--- config.mk ---
export PLATFORM = sky130hd
export DESIGN_NAME = alu_operand_stage
export DESIGN_NICKNAME = d
export VERILOG_FILES = /design/src/rtl/alu_operand_stage.sv
export SDC_FILE = /design/constraint.sdc
export NUM_CORES = 1
export LEC_CHECK = 0
export CAP_MARGIN = 20
export CORE_ASPECT_RATIO = 0.6
export CORE_MARGIN = 2
export CORE_UTILIZATION = 47
export DETAILED_ROUTE_END_ITERATION = 12
export PLACE_DENSITY = 0.83
export SYNTH_ARGS = -nofsm -noshare
export SYNTH_HDL_FRONTEND = slang
export SYNTH_SLANG_ARGS = --single-unit
--- constraint.sdc ---
create_clock -name clk -period 2.3 [get_ports clk]
set_clock_uncertainty 0.1 [all_clocks]
set_input_delay 0.23 -clock clk [delete_from_list [all_inputs] [get_ports clk]]
set_output_delay 0.23 -clock clk [all_outputs]
set_load 0.03 [all_outputs]
--- src/rtl/alu_operand_stage.sv ---
// rtl/alu_operand_stage.sv - ALU operand select with a DEPTH-entry valid/ready FIFO
// Defining ALU_OPSEL_FWD_EN adds writeback forwarding into rs1/rs2 on accept.
`ifndef RISCV_LUI
`define RISCV_LUI         7'b0110111
`endif
`ifndef RISCV_AUIPC
`define RISCV_AUIPC       7'b0010111
`endif
`ifndef RISCV_JAL
`define RISCV_JAL         7'b1101111
`endif
`ifndef RISCV_JALR
`define RISCV_JALR        7'b1100111
`endif
`ifndef RISCV_BRANCH
`define RISCV_BRANCH      7'b1100011
`endif
`ifndef RISCV_LOAD
`define RISCV_LOAD        7'b0000011
`endif
`ifndef RISCV_STORE
`define RISCV_STORE       7'b0100011
`endif
`ifndef RISCV_ALU_OP_IMM
`define RISCV_ALU_OP_IMM  7'b0010011
`endif
`ifndef RISCV_ALU_OP_REGS
`define RISCV_ALU_OP_REGS 7'b0110011
`endif

module alu_operand_stage #(
   parameter int XLEN  = 32,
   parameter int DEPTH = 2
) (
   input  logic            clk,
   input  logic            rst_n,
   input  logic            flush,
   input  logic            in_valid,
   output logic            in_ready,
   input  logic [6:0]      opcode,
   input  logic [XLEN-1:0] rs1,
   input  logic [XLEN-1:0] rs2,
   input  logic [XLEN-1:0] pc_value,
   input  logic [XLEN-1:0] immediate,
`ifdef ALU_OPSEL_FWD_EN
   input  logic [4:0]      rs1_idx,
   input  logic [4:0]      rs2_idx,
   input  logic            fwd_valid,
   input  logic [4:0]      fwd_rd,
   input  logic [XLEN-1:0] fwd_data,
`endif
   output logic            out_valid,
   input  logic            out_ready,
   output logic [XLEN-1:0] alu_in1,
   output logic [XLEN-1:0] alu_in2,
   output logic            illegal
);
   localparam int PW = (DEPTH > 1) ? $clog2(DEPTH) : 1;
   localparam int CW = $clog2(DEPTH + 1);

   logic [XLEN-1:0] src1, src2;
   logic [XLEN-1:0] sel1, sel2;
   logic            sel_ill;

   logic [XLEN-1:0] mem1    [DEPTH];
   logic [XLEN-1:0] mem2    [DEPTH];
   logic            mem_ill [DEPTH];
   logic [PW-1:0]   rd_ptr, wr_ptr;
   logic [CW-1:0]   count;
   logic            push, pop;

`ifdef ALU_OPSEL_FWD_EN
   // x0 is hardwired zero, so a write to rd=0 must never be forwarded.
   always_comb begin
      src1 = rs1;
      src2 = rs2;
      if (fwd_valid && (fwd_rd != 5'd0) && (fwd_rd == rs1_idx)) src1 = fwd_data;
      if (fwd_valid && (fwd_rd != 5'd0) && (fwd_rd == rs2_idx)) src2 = fwd_data;
   end
`else
   assign src1 = rs1;
   assign src2 = rs2;
`endif

   always_comb begin
      sel1    = '0;
      sel2    = '0;
      sel_ill = 1'b0;
      case (opcode)
         `RISCV_AUIPC: begin
            sel1 = pc_value;
            sel2 = immediate;
         end
         `RISCV_LUI: sel2 = immediate;
         `RISCV_ALU_OP_REGS, `RISCV_BRANCH: begin
            sel1 = src1;
            sel2 = src2;
         end
         `RISCV_ALU_OP_IMM, `RISCV_LOAD, `RISCV_STORE: begin
            sel1 = src1;
            sel2 = immediate;
         end
         `RISCV_JAL, `RISCV_JALR: begin
            sel1 = pc_value;
            sel2 = XLEN'(4);
         end
         default: sel_ill = 1'b1;
      endcase
   end

   // Ready depends only on the registered count, never on out_ready.
   assign in_ready  = (count != CW'(DEPTH));
   assign out_valid = (count != '0);
   assign push      = in_valid & in_ready;
   assign pop       = out_valid & out_ready;

   always_ff @(posedge clk or negedge rst_n) begin
      if (!rst_n) begin
         rd_ptr <= '0;
         wr_ptr <= '0;
         count  <= '0;
         for (int i = 0; i < DEPTH; i++) begin
            mem1[i]    <= '0;
            mem2[i]    <= '0;
            mem_ill[i] <= 1'b0;
         end
      end else if (flush) begin
         rd_ptr <= '0;
         wr_ptr <= '0;
         count  <= '0;
      end else begin
         if (push) begin
            mem1[wr_ptr]    <= sel1;
            mem2[wr_ptr]    <= sel2;
            mem_ill[wr_ptr] <= sel_ill;
            wr_ptr          <= wr_ptr + PW'(1);
         end
         if (pop) rd_ptr <= rd_ptr + PW'(1);
         if (push && !pop)      count <= count + CW'(1);
         else if (pop && !push) count <= count - CW'(1);
      end
   end

   assign alu_in1 = mem1[rd_ptr];
   assign alu_in2 = mem2[rd_ptr];
   assign illegal = mem_ill[rd_ptr];

endmodule

Word-level counts from Yosys, hierarchy flattened
Cells that the tools add are included.
- register bits: 134
- output and inout bits: 67
- word-level logic and storage cells: 73
- add/sub/neg operators: 4
- $lt $le $gt $ge: 3
- equality and inequality tests: 10
- muxes and demuxes: 26
- bitwise logic cells: 5
- reductions and logical operators: 16
- operator list (cell ; number):
    32-bit 2-to-1 mux ; 7
    64-bit bitwise mux ; 2
    32-bit one-hot mux with 3 select lines ; 1
    32-bit one-hot mux with 2 select lines ; 1
    32-bit demux with 1-bit select ; 1
    7-bit by 6-bit == test with 1-bit output (second input constant) ; 3
    7-bit == test (second input constant) ; 3
    7-bit by 5-bit == test with 1-bit output (second input constant) ; 2
    5-bit OR reduction ; 2
    1-bit 2-to-1 mux ; 9
    9-bit OR reduction ; 1
    7-bit by 2-bit == test with 1-bit output (second input constant) ; 1
    2-bit 2-to-1 mux ; 3
    2-bit nonzero test ; 3
    2-bit greater-or-equal comparator (second input constant) ; 2
    1-bit inverter with 2-bit output ; 2
    2-bit OR reduction ; 2
    1-bit logical AND ; 3
    3-bit nonzero test ; 1
    3-bit OR reduction ; 1
    1-bit adder (second input constant) ; 2
    2-bit by 1-bit adder with 2-bit output (second input constant) ; 1
    1-bit AND ; 2
    2-bit bitwise mux ; 1
    7 further kinds ; 8

Logic depth before layout (Yosys ltp)
- depth after elaboration: 7
- mapped depth: 7
- mapped depth without buffers: 4

Worst setup path after synthesis
OpenSTA, ideal clock, no wires.
- path type: reg2reg
- from: register count[0]
- to: register mem1[40] (netlist name)
- setup time: 125 ps
- arrival time: 1806 ps
- required time: 2075 ps
- slack: 270 ps
- cell stages (with the launch flop): 6
- cells stage by stage: dfrtp_1 -> nand2b_1 -> nand4bb_1 -> buf_2 -> clkbuf_1 -> mux2_2
- cells in the longest elaborated chain, start to end: 3
- ends and longest elaborated chain (what ; line ; text):
    from (decl) ; 69 ; logic [CW-1:0] count;
    from (signal assigned) ; 139 ; if (push && !pop) count <= count + CW'(1);
    from (signal assigned) ; 140 ; else if (pop && !push) count <= count - CW'(1);
    2-bit inequality test ; 112 ; assign in_ready = (count != CW'(DEPTH));
    named net in_ready ; 39 ; output logic in_ready,
    1-bit AND ; 114 ; assign push = in_valid & in_ready;
    2-bit AND reduction (no source line) ; - ;
    to (signal, indexed assignment) ; 133 ; mem1[wr_ptr] <= sel1;
    to (decl) ; 65 ; logic [XLEN-1:0] mem1 [DEPTH];
The timed path passes the listed nets, and every way through them passes these cells.
A chain may end at the register's enable or synchronous reset.

Worst setup path after layout
- from: register rd_ptr
- to: output alu_in2[5]
- cells in the longest elaborated chain, start to end: 4
- ends and longest elaborated chain (what ; line ; text):
    from (decl) ; 68 ; logic [PW-1:0] rd_ptr, wr_ptr;
    from (signal assigned) ; 138 ; if (pop) rd_ptr <= rd_ptr + PW'(1);
    1-bit inverter with 2-bit output (implied by the code) ; 145 ; assign alu_in2 = mem2[rd_ptr];
    32-bit 2-to-1 mux (implied by the code) (3 in series) ; 145 ;
    to (decl) ; 55 ; output logic [XLEN-1:0] alu_in2,
Every way passes these cells. The select of a mux whose other input is x is not followed.

==> impl_metrics.toml <==
[power_and_ir_drop]
p_per_area_mw_per_mm2 = 648
pwr-share-comb_pct = 12.7
power_frac_seq_pct = 40.5
clkPwrFrac_pct = 46.8
power.share.switching_pct = 23.0
ir_worst_vdd_v = 0.000470
p_leak_nw = 4.59
p_int_w = 0.00468
p_switching_w = 0.00140

[yosys]
postSynth.asyncResetShare_pct = 100
synth_cell_type_count = 34
ys.flop_type = "dfrtp_1"
ys.warnings.count = 0
ys_seq_area_share_pct = 51.9
syn-cell-area_mm2 = 0.00646
syn-mean-instance-area_um2 = 13.5
syn_nets = 620
synth_top_area_share_pct = 51.9
synth_edf_count = 0
synth_area_leader_cell = "dfrtp_1"
synth_seq_cells = 134
syn_inst = 480
ys_top_cells_by_area = "dfrtp_1 52%, mux2_2 19%, a22o_1 17%"

[global_route]
grt_pass1_wl_um = 28800
grt_use_total_pct = 25.5
antenna_found_initial = 0
grt_max_degree = 52
grt_overflow = 0
grt_pass1_vias = 5505

[layout]
antenna_cells = 0
nets = 825
stdcell_area_mm2 = 0.00938
drive_gt1_share_pct = 24.2
layout_commonest_cell = "clkdlybuf4s50_1"
fillCellCount = 996
final_cell_mix = "139 x clkdlybuf4s50_1, 133 x dfrtp_1, 124 x a22o_1"
area_growth_pct = 45.3

[floorplanning]
ios = 207
core-area_mm2 = 0.0135
rows = 33
die-area_mm2 = 0.0147
start_util_pct = 47.7
dieWidth_um = 155
die_y_um = 94.8

[sta]
rsz0062_at_grt = "no"
setup-tns-final_ps = 0
maxSlewViolCount = 0
hold_ws_ps = 268
period_minus_slack_ps = 2210
final.period_utilization_pct = 96.0
slew_headroom_pct = 58.7
tightest_slew_ps = 619
finalSetupViolCount = 0
max_freq_mhz = 453
final_hold_viol_count = 0

[clock_network]
clk_pin_slew_worst_paths_ps = 60
cts.sinks = 134
cts_buffers = 17
post-cts-setup-buffer-count = 0
cts_tree = "yes"
clk_path_buf_depth = 2
clockRootBuffer = "clkbuf_16"
clock_latency_ps = 410
htreeDepth = 4

[drt]
via_per_inst = 5.78
vias = 5042
drt-total-wl_um = 18100
first_iter_violations = 306
drtPass1Iterations = 4
ant_nets = 0
avgRoutedWirePerCell_um = 20.7
drc_errors = 0

[critical_path]
end_kind = "output pin"
path_cells = "buf_12, mux2_2, dlygate4sd2_1"
crit_path_max_fanout = 51
crit_family = "buffers and inverters"
crit_type = "flop to output pin"
cp_slowest_stage_delay_ps = 400
critPathSlowestCell = "mux2_2"
critPathLaunchType = "flop"
required_ps = 1970
arrival_ps = 1880
path_buf_inv = 2

[placed_design]
post_dp_cell_area_mm2 = 0.00883
gp_congestion = 0.793
post-dp-hpwl_um = 12600
port_buffers = 206

[run]
cap_violations = 0

[outcome]
outcome = "finished clean"

[worst_hold_path]
hold_path_class = "primary input to async pin"
## registers in the layout, indices dropped and copies added, names as in the netlist
signal / count
mem2: 64
rd_ptr: 1
wr_ptr: 1
mem1: 64
mem_ill: 2
count: 2
## synthesized netlist by cell type (3+ instances only)
cell / number
a21o_1: 3
dfrtp_1: 134
mux2_1: 15
nor2_1: 6
a22oi_1: 3
nand2b_1: 3
o21ai_1: 6
clkbuf_1: 18
a21oi_1: 4
mux2_2: 107
buf_6: 9
a21oi_4: 3
buf_1: 4
nand2_1: 9
a22o_1: 124
buf_2: 10
## path summary, 6_finish.rpt
check	cells after the start	endpoint	start	slack, ps
min in group clk	1	mem1[5]	mem1[5]	390
max reg2reg	4	mem1[20]	count[0]	440
min	2	mem1[7]	rst_n	270
min reg2reg	1	mem1[5]	mem1[5]	390
max in group asynchronous	3	mem1[59]	rst_n	1120
max	3	alu_in2[5]	rd_ptr	90
## worst register-to-register path, cell delays in order (launching register included)
cell and delay (ps):
dfrtp_1 420, nand2b_1 330, nand4b_4 250, buf_12 260
mux2_1 360
## layer usage
metal / global-route usage (%) / wire length (µm) / up-vias / part of all wire (%)
met1: 31.7 / 7640 / 2549 / 42
li1: - / - / 2259 / -
met2: 43.2 / 8880 / 205 / 49
met5: 0 / 0 / - / 0
met3: 7.25 / 1180 / 29 / 6.5
met4: 8.64 / 361 / 0 / 2.0
## repair_timing
item | CTS | global route
resized for setup | 65 | 1
endpoints found under the hold margin | 44 | 0
setup endpoints to repair | 65 | 1
pin swaps | 0 | 0
hold buffers | 1 | 0
## power by group through the flow
stage	Sequential [W]	Combinational (W)	Clock, W
detailed placement	0.00250	0.000796	0
global route	0.00247	0.000825	0.00300
global placement	0.00249	0.000777	0
CTS	0.00246	0.000781	0.00288
floorplan	0.00249	0.000339	0
finish	0.00246	0.000775	0.00285
## cell families (layout without fill, tap and decap cells)
logic type	count (synthesis)	count (layout)	synth area share, %
AO/OA/AOI/OAI	148	148	19.7
flip-flops	134	134	51.9
multiplexers	123	123	21.4
buffers and inverters	43	261	3.74
AND/OR/NAND/NOR	29	29	2.81
XOR/XNOR	3	3	0.407
## stage by stage
stage	util, %	setup WS, ps	power, W	cells
after floorplan	-	270	0.00283	480
after global placement	65.2	130	0.00327	840
after detailed placement	65.2	63.9	0.00330	840
after CTS	69.2	44.8	0.00612	873
after global routing	69.3	44.0	0.00629	873
final	69.3	92.9	0.00608	873
## final cells by class
type / count / area [µm²] / area share [%]
clock buffers: 20 / 447 / 4.76
flip-flops and latches: 134 / 3350 / 35.8
clock inverters: 12 / 176 / 1.88
inverters: 2 / 7.51 / 0.0800
repair buffers: 227 / 2280 / 24.3
multi-input cells: 303 / 2900 / 30.9
well taps: 175 / 219 / 2.33
Note: power is estimated with default switching activity, not from simulation.
==> variant 1, RTL diff (same settings) <==
Reset style: synchronous (`rst_n`), changed in one clocked block.
--- a/src/rtl/alu_operand_stage.sv
+++ b/src/rtl/alu_operand_stage.sv
@@ -115,5 +115,5 @@
    assign pop       = out_valid & out_ready;
 
-   always_ff @(posedge clk or negedge rst_n) begin
+   always_ff @(posedge clk) begin
       if (!rst_n) begin
          rd_ptr <= '0;
Check against the original RTL: differs if rst_n is asserted again (counterexample within 4 cycles, from zero or initial values and one cycle with rst_n low); with rst_n held inactive, the same outputs for 4 cycles.
==> variant 1 against the unedited design <==
- wire length fell by 12%
- power rose by 6.7%
- design area down 0.85%
- sequential cell count is 1 higher
- worst hold slack improved by 0.12 ns
- global-route usage fell by 2.6 points
- setup slack improved by 0.083 ns
- synthesized area down 2.0%
- critical endpoint is now alu_in2[3]
- largest power group is now sequential cells
- highest routed layer unchanged
==> variant 1: results (changes against the unedited design) <==
Yosys
  – Post-synth EDFFs: 128 (+128)
  – Synth cell count leaders: 136 x nor2_1, 128 x edfxtp_1, 65 x mux2_2, 33 x a22oi_1, 30 x a22oi_2
  – Netlist cell types: 35 (+2.9%)
  – Synth Area in Adders: 0.00198 (+0.00198)
  – Largest cells by area after synthesis: edfxtp_1 61%, mux2_2 12%, nor2_1 8.1%
  – Synth Area in Compound Gates: 0.108 (-0.0889)
  – Post-Synth XOR/XNOR Area: 0.00692 (+0.00285)
  – Asr flop ratio synth: 0 (-1.00)
  – Top_reg_cell synth: edfxtp_1
  – Proportion of synthesized area in mux cells: 0.119 (-0.0955)
  – Seq/Total Area, Yosys: 0.629 (+0.110)
  – Synth warn: 0 (unchanged)
  – Syn nets: 610 (-1.6%)

Finish
  – Ratio of cells with drive above 1 in the final layout: 0.229 (-0.0129)
  – Final nets: 827 (+0.24%)
  – Fillers: 903 (-9.3%)
  – Antenna Cells: 0 (unchanged)
  – Largest registers: mem1 x64, mem2 x64

Min path
  – Hold Path Class: reg -> reg

Global routing
  – Global-route wire length before repair: 25100 um (-13%)
  – Tot GR Track Use: 0.228 (-0.0265)
  – Vias in the first global route: 4756 (-14%)
  – Initial antenna violation count: 0 (unchanged)
  – Largest net degree at the start of global routing: 50 (-3.8%)

CTS
  – CTS root buffer: clkbuf_16
  – Deepest level of the CTS H-tree: 4 (unchanged)
  – Clk_lat worst skew: 0.40 ns
  – CTS buffer count: 17 (unchanged)
  – CTS max path bufs: 2 (unchanged)
  – CTS clk-pin slew, worst paths: 0.05 ns

Worst setup path
  – Arrival @ worst endpoint: 1.79 ns (-0.09 ns)
  – Top fanout value on the critical path: 19 (-63%)

Timing
  – Max transition margin: 0.597 (+0.00989)

Placed design
  – PortBufs: 206 (unchanged)
  – Hpwl dp: 11300 um (-10%)
  – Gpl congestion: 0.846 (+6.7%)

Detailed routing
  – Via Count: 4701 (-6.8%)
  – WL final: 15900 um (-12%)
  – TritonRoute pass-1 iters: 4 (unchanged)
  – Initial DRC Count: 290 (-5.2%)

Power
  – Peak supply drop: 0.515 mV (+9.5%)
  – Switching Share: 0.226 (-0.00394)
  – Static leakage: 3.33 nW (-28%)

Outcome
  – Status: completed
-- variant 1: cell types whose count changed in the layout (fill, tap and decap cells not counted), sizes merged, moves of 57 or more --
cell and change:
mux2 -57, a22oi +60, a22o -124, dfrtp -134
nor2 +130, edfxtp +128
-- variant 1: power by group through the flow --
stage	clock, mW	combinational (mW)	sequential [mW]
2_1_floorplan	0	0.414	2.86
3_3_place_gp	0	0.914	2.87
3_5_place_dp	0	0.926	2.88
4_1_cts	2.81	0.878	2.83
5_1_grt	2.92	0.921	2.83
6_report	2.79	0.873	2.82
-- variant 1: layer usage --
layer  vias to the layer above  GRT usage  part of all wire
met3                        24     0.0590             0.068
li1                       2179          -                 -
met1                      2296      0.301              0.43
met4                         0     0.0654             0.015
met2                       202      0.378              0.49
met5                         -          0                 0
-- variant 1: critical path, cell delays in order, from the launching register on --
cell and delay (ns):
dfxtp_2 0.35, buf_4 0.28, mux2_2 0.41, dlygate4sd2_1 0.37
-- variant 1: final timing paths --
kind | from | slack, ns | end | depth (start not counted)
setup / recovery | flip-flop | 0.18 | alu_in2[3] | 3
hold / removal | mem_ill[1]$_DFF_P_ | 0.39 | mem_ill[1]$_DFF_P_ | 2
setup reg to reg | count[0]$_SDFFE_PP0P_ | 0.20 | mem1[0][22]$_SDFFCE_PN0P_ | 5
hold reg to reg | mem_ill[1]$_DFF_P_ | 0.39 | mem_ill[1]$_DFF_P_ | 2
-- variant 1: stage by stage --
step / power [mW] / setup WS [ns] / instance area [um^2] / hold WS [ns] / std cells
2_1_floorplan: 3.28 / 0.0323 / 6360 / 0.273 / 469
5_1_grt: 6.68 / 0.0992 / 9300 / 0.426 / 868
3_3_place_gp: 3.78 / 0.109 / 8770 / 0.354 / 837
4_1_cts: 6.51 / 0.150 / 9300 / 0.391 / 868
6_report: 6.49 / 0.176 / 9300 / 0.386 / 868
3_5_place_dp: 3.80 / 0.0212 / 8770 / 0.383 / 837
-- variant 1: logic make-up after synthesis --
| kind of cell | count (synthesis) |
|---|---|
| AO/OA/AOI/OAI | 69 |
| XOR/XNOR | 5 |
| adder cells (fa/ha/maj) | 1 |
| buffers and inverters | 34 |
| flip-flops | 135 |
| multiplexers | 67 |
| AND/OR/NAND/NOR | 158 |
-- variant 1: what timing repair did --
| item | 4_1_cts | 5_1_grt |
|---|---|---|
| hold buffers | 0 | 0 |
| gates resized for setup | 63 | 0 |
| buffers inserted | 0 | 0 |
| endpoints found under the setup margin | 63 | 0 |
-- variant 1: area by class of cell --
type	count	share of cell area
multi-input cells	300	0.237
flip-flops and latches	135	0.428
repair buffers	232	0.246
well taps	170	0.0229
clock buffers	17	0.0457
clock inverters	14	0.0198
==> variant 2, RTL diff (same flow settings) <==
Without the edit above. Add a define of `ALU_OPSEL_FWD_EN`.
--- a/src/rtl/alu_operand_stage.sv
+++ b/src/rtl/alu_operand_stage.sv
@@ -1,4 +1,6 @@
 // rtl/alu_operand_stage.sv - ALU operand select with a DEPTH-entry valid/ready FIFO
 // Defining ALU_OPSEL_FWD_EN adds writeback forwarding into rs1/rs2 on accept.
+`define ALU_OPSEL_FWD_EN
+
 `ifndef RISCV_LUI
 `define RISCV_LUI         7'b0110111
Interface: changed (5 added); port bits go from 207 to 255. No check against the original RTL was run, so the function may have changed too.
==> variant 2 against the unedited design <==
- wire length is 36% higher
- register-to-register slack worse by 0.14 ns
- setup slack better by 0.024 ns
- power is 10% higher
- sequential cell count stayed put
- design area is 16% higher
- synthesized area is 13% higher
- global-route usage is 5.0 points higher
==> variant 2: results (changes against the unedited design) <==
Yosys
  – Largest cells by area after synthesis: dfrtp_1 46%, o221ai_1 15%, nand2_1 10%
  – Syn nets: 898 (+45%)
  – Netlist cell types: 36 (+5.9%)
  – Syn Inst Count: 710 (+48%)
  – Seq/Total Area, Yosys: 0.459 (-0.0603)

Power
  – Cell internal pwr: 4.94 mW (+5.4%)
  – Static leakage: 4.74 nW (+3.2%)

Detailed routing
  – Wire per inst: 20.8 um (+0.46%)
  – Met1 wire length: 10700 um (+41%)
  – WL met2: 10600 um (+20%)
  – Met3 Routed Length: 2810 um (+140%)
  – Vias per cell: 5.97 (+3.3%)
  – Initial DRC Count: 652 (+110%)

Worst setup path
  – R2R cell count: 6 (+2)
  – Worst Setup EP: mem1[4]$_DFFE_PN0P_
  – Crit-path leading delay family: buffers and inverters
  – CP Launch Point: fwd_rd[3]
  – Crit-path max cell delay: 0.46 ns (+0.06 ns)
  – R2r setup slk: 0.30 ns (-0.14 ns)
  – Reg2reg end: mem1[2]$_DFFE_PN0P_
  – Arrival @ worst endpoint: 2.35 ns (+0.47 ns)
  – Crit-path slowest cell: clkdlybuf4s50_1

Global routing
  – GR Layer Usage met2: 0.453 (+0.0213)
  – Met1 Resource Use GR: 0.433 (+0.116)
  – Initial antenna violation count: 2 (+2)
  – Global-route wire length before repair: 38500 um (+34%)
  – Largest net degree at the start of global routing: 61 (+17%)
  – Vias in the first global route: 7136 (+30%)

Placed design
  – Area post-placement: 10300 um^2 (+17%)
  – Hpwl dp: 17500 um (+40%)
  – Gpl congestion: 0.828 (+4.4%)
  – PortBufs: 254 (+23%)
  – Place WS: -0.449 ns (-0.513 ns)

Finish
  – Count of multi-input gates: 514 (+70%)
  – Footprint of the multi-input gates: 3690 um^2 (+27%)
  – Buffering overhead: 0.273 (+0.0297)
  – Clock network area share: 0.0583 (-0.00811)
  – Ratio of cells with drive above 1 in the final layout: 0.156 (-0.0858)
  – Multi-input combinational area share: 0.338 (+0.0291)
  – Sequential share of cell area: 0.307 (-0.0504)
  – Clock buf count: 18 (-10%)

Timing
  – Slew @ Worst Pin: 0.590 ns (-0.0295 ns)

Floorplanning
  – Die X: 165 um (+6.2%)

Outcome
  – Status: completed
==> variant 2: changes by cell type after synthesis, moves of 4 or more <==
cell	delta
mux2_1	-15
clkbuf_1	+30
xor2_1	+5
xnor2_1	+5
mux2_2	-43
a22o_1	-124
o21ai_1	-6
o221ai_1	+126
buf_2	-7
nand2_1	+192
mux2i_1	+62
and3_1	+4
==> variant 2: power by group through the flow <==
stage / clock [mW] / combinational (mW) / sequential [mW]
5_1_grt: 3.10 / 1.28 / 2.56
6_report: 2.96 / 1.20 / 2.55
3_5_place_dp: 0 / 1.22 / 2.59
2_1_floorplan: 0 / 0.561 / 2.56
3_3_place_gp: 0 / 1.21 / 2.58
4_1_cts: 2.99 / 1.19 / 2.55
==> variant 2: how the worst min path moves through the flow <==
stage	startpoint	to	slack, ns	cells after the start
detailed placement	rst_n	mem2[34]$_DFFE_PN0P_	0.16	1
global placement	rst_n	count[1]$_DFFE_PN0P_	0.15	1
CTS	rst_n	mem2[34]$_DFFE_PN0P_	0.30	2
finish	rst_n	count[1]$_DFFE_PN0P_	0.27	2
floorplan	rst_n	count[0]$_DFFE_PN0P_	-0.17	0
global route	rst_n	mem2[34]$_DFFE_PN0P_	0.30	2
==> variant 2: timing repair <==
item / in CTS / in global routing
endpoints found under the setup margin: 76 / 7
gates resized for setup: 63 / 2
pin swaps: 1 / 0
endpoints found under the hold margin: 57 / 0
hold buffers: 1 / 0
buffers inserted: 1 / 0
gates cloned: 0 / 0
==> variant 2: cells by family (layout without fill, tap and decap cells) <==
logic type	count (synthesis)	count (layout)	share of synthesized area
simple gates	232	232	0.132
compound gates	141	141	0.168
flops	134	134	0.459
mux	128	128	0.187
buf+inv	62	331	0.0385
xor+xnor	13	13	0.0156
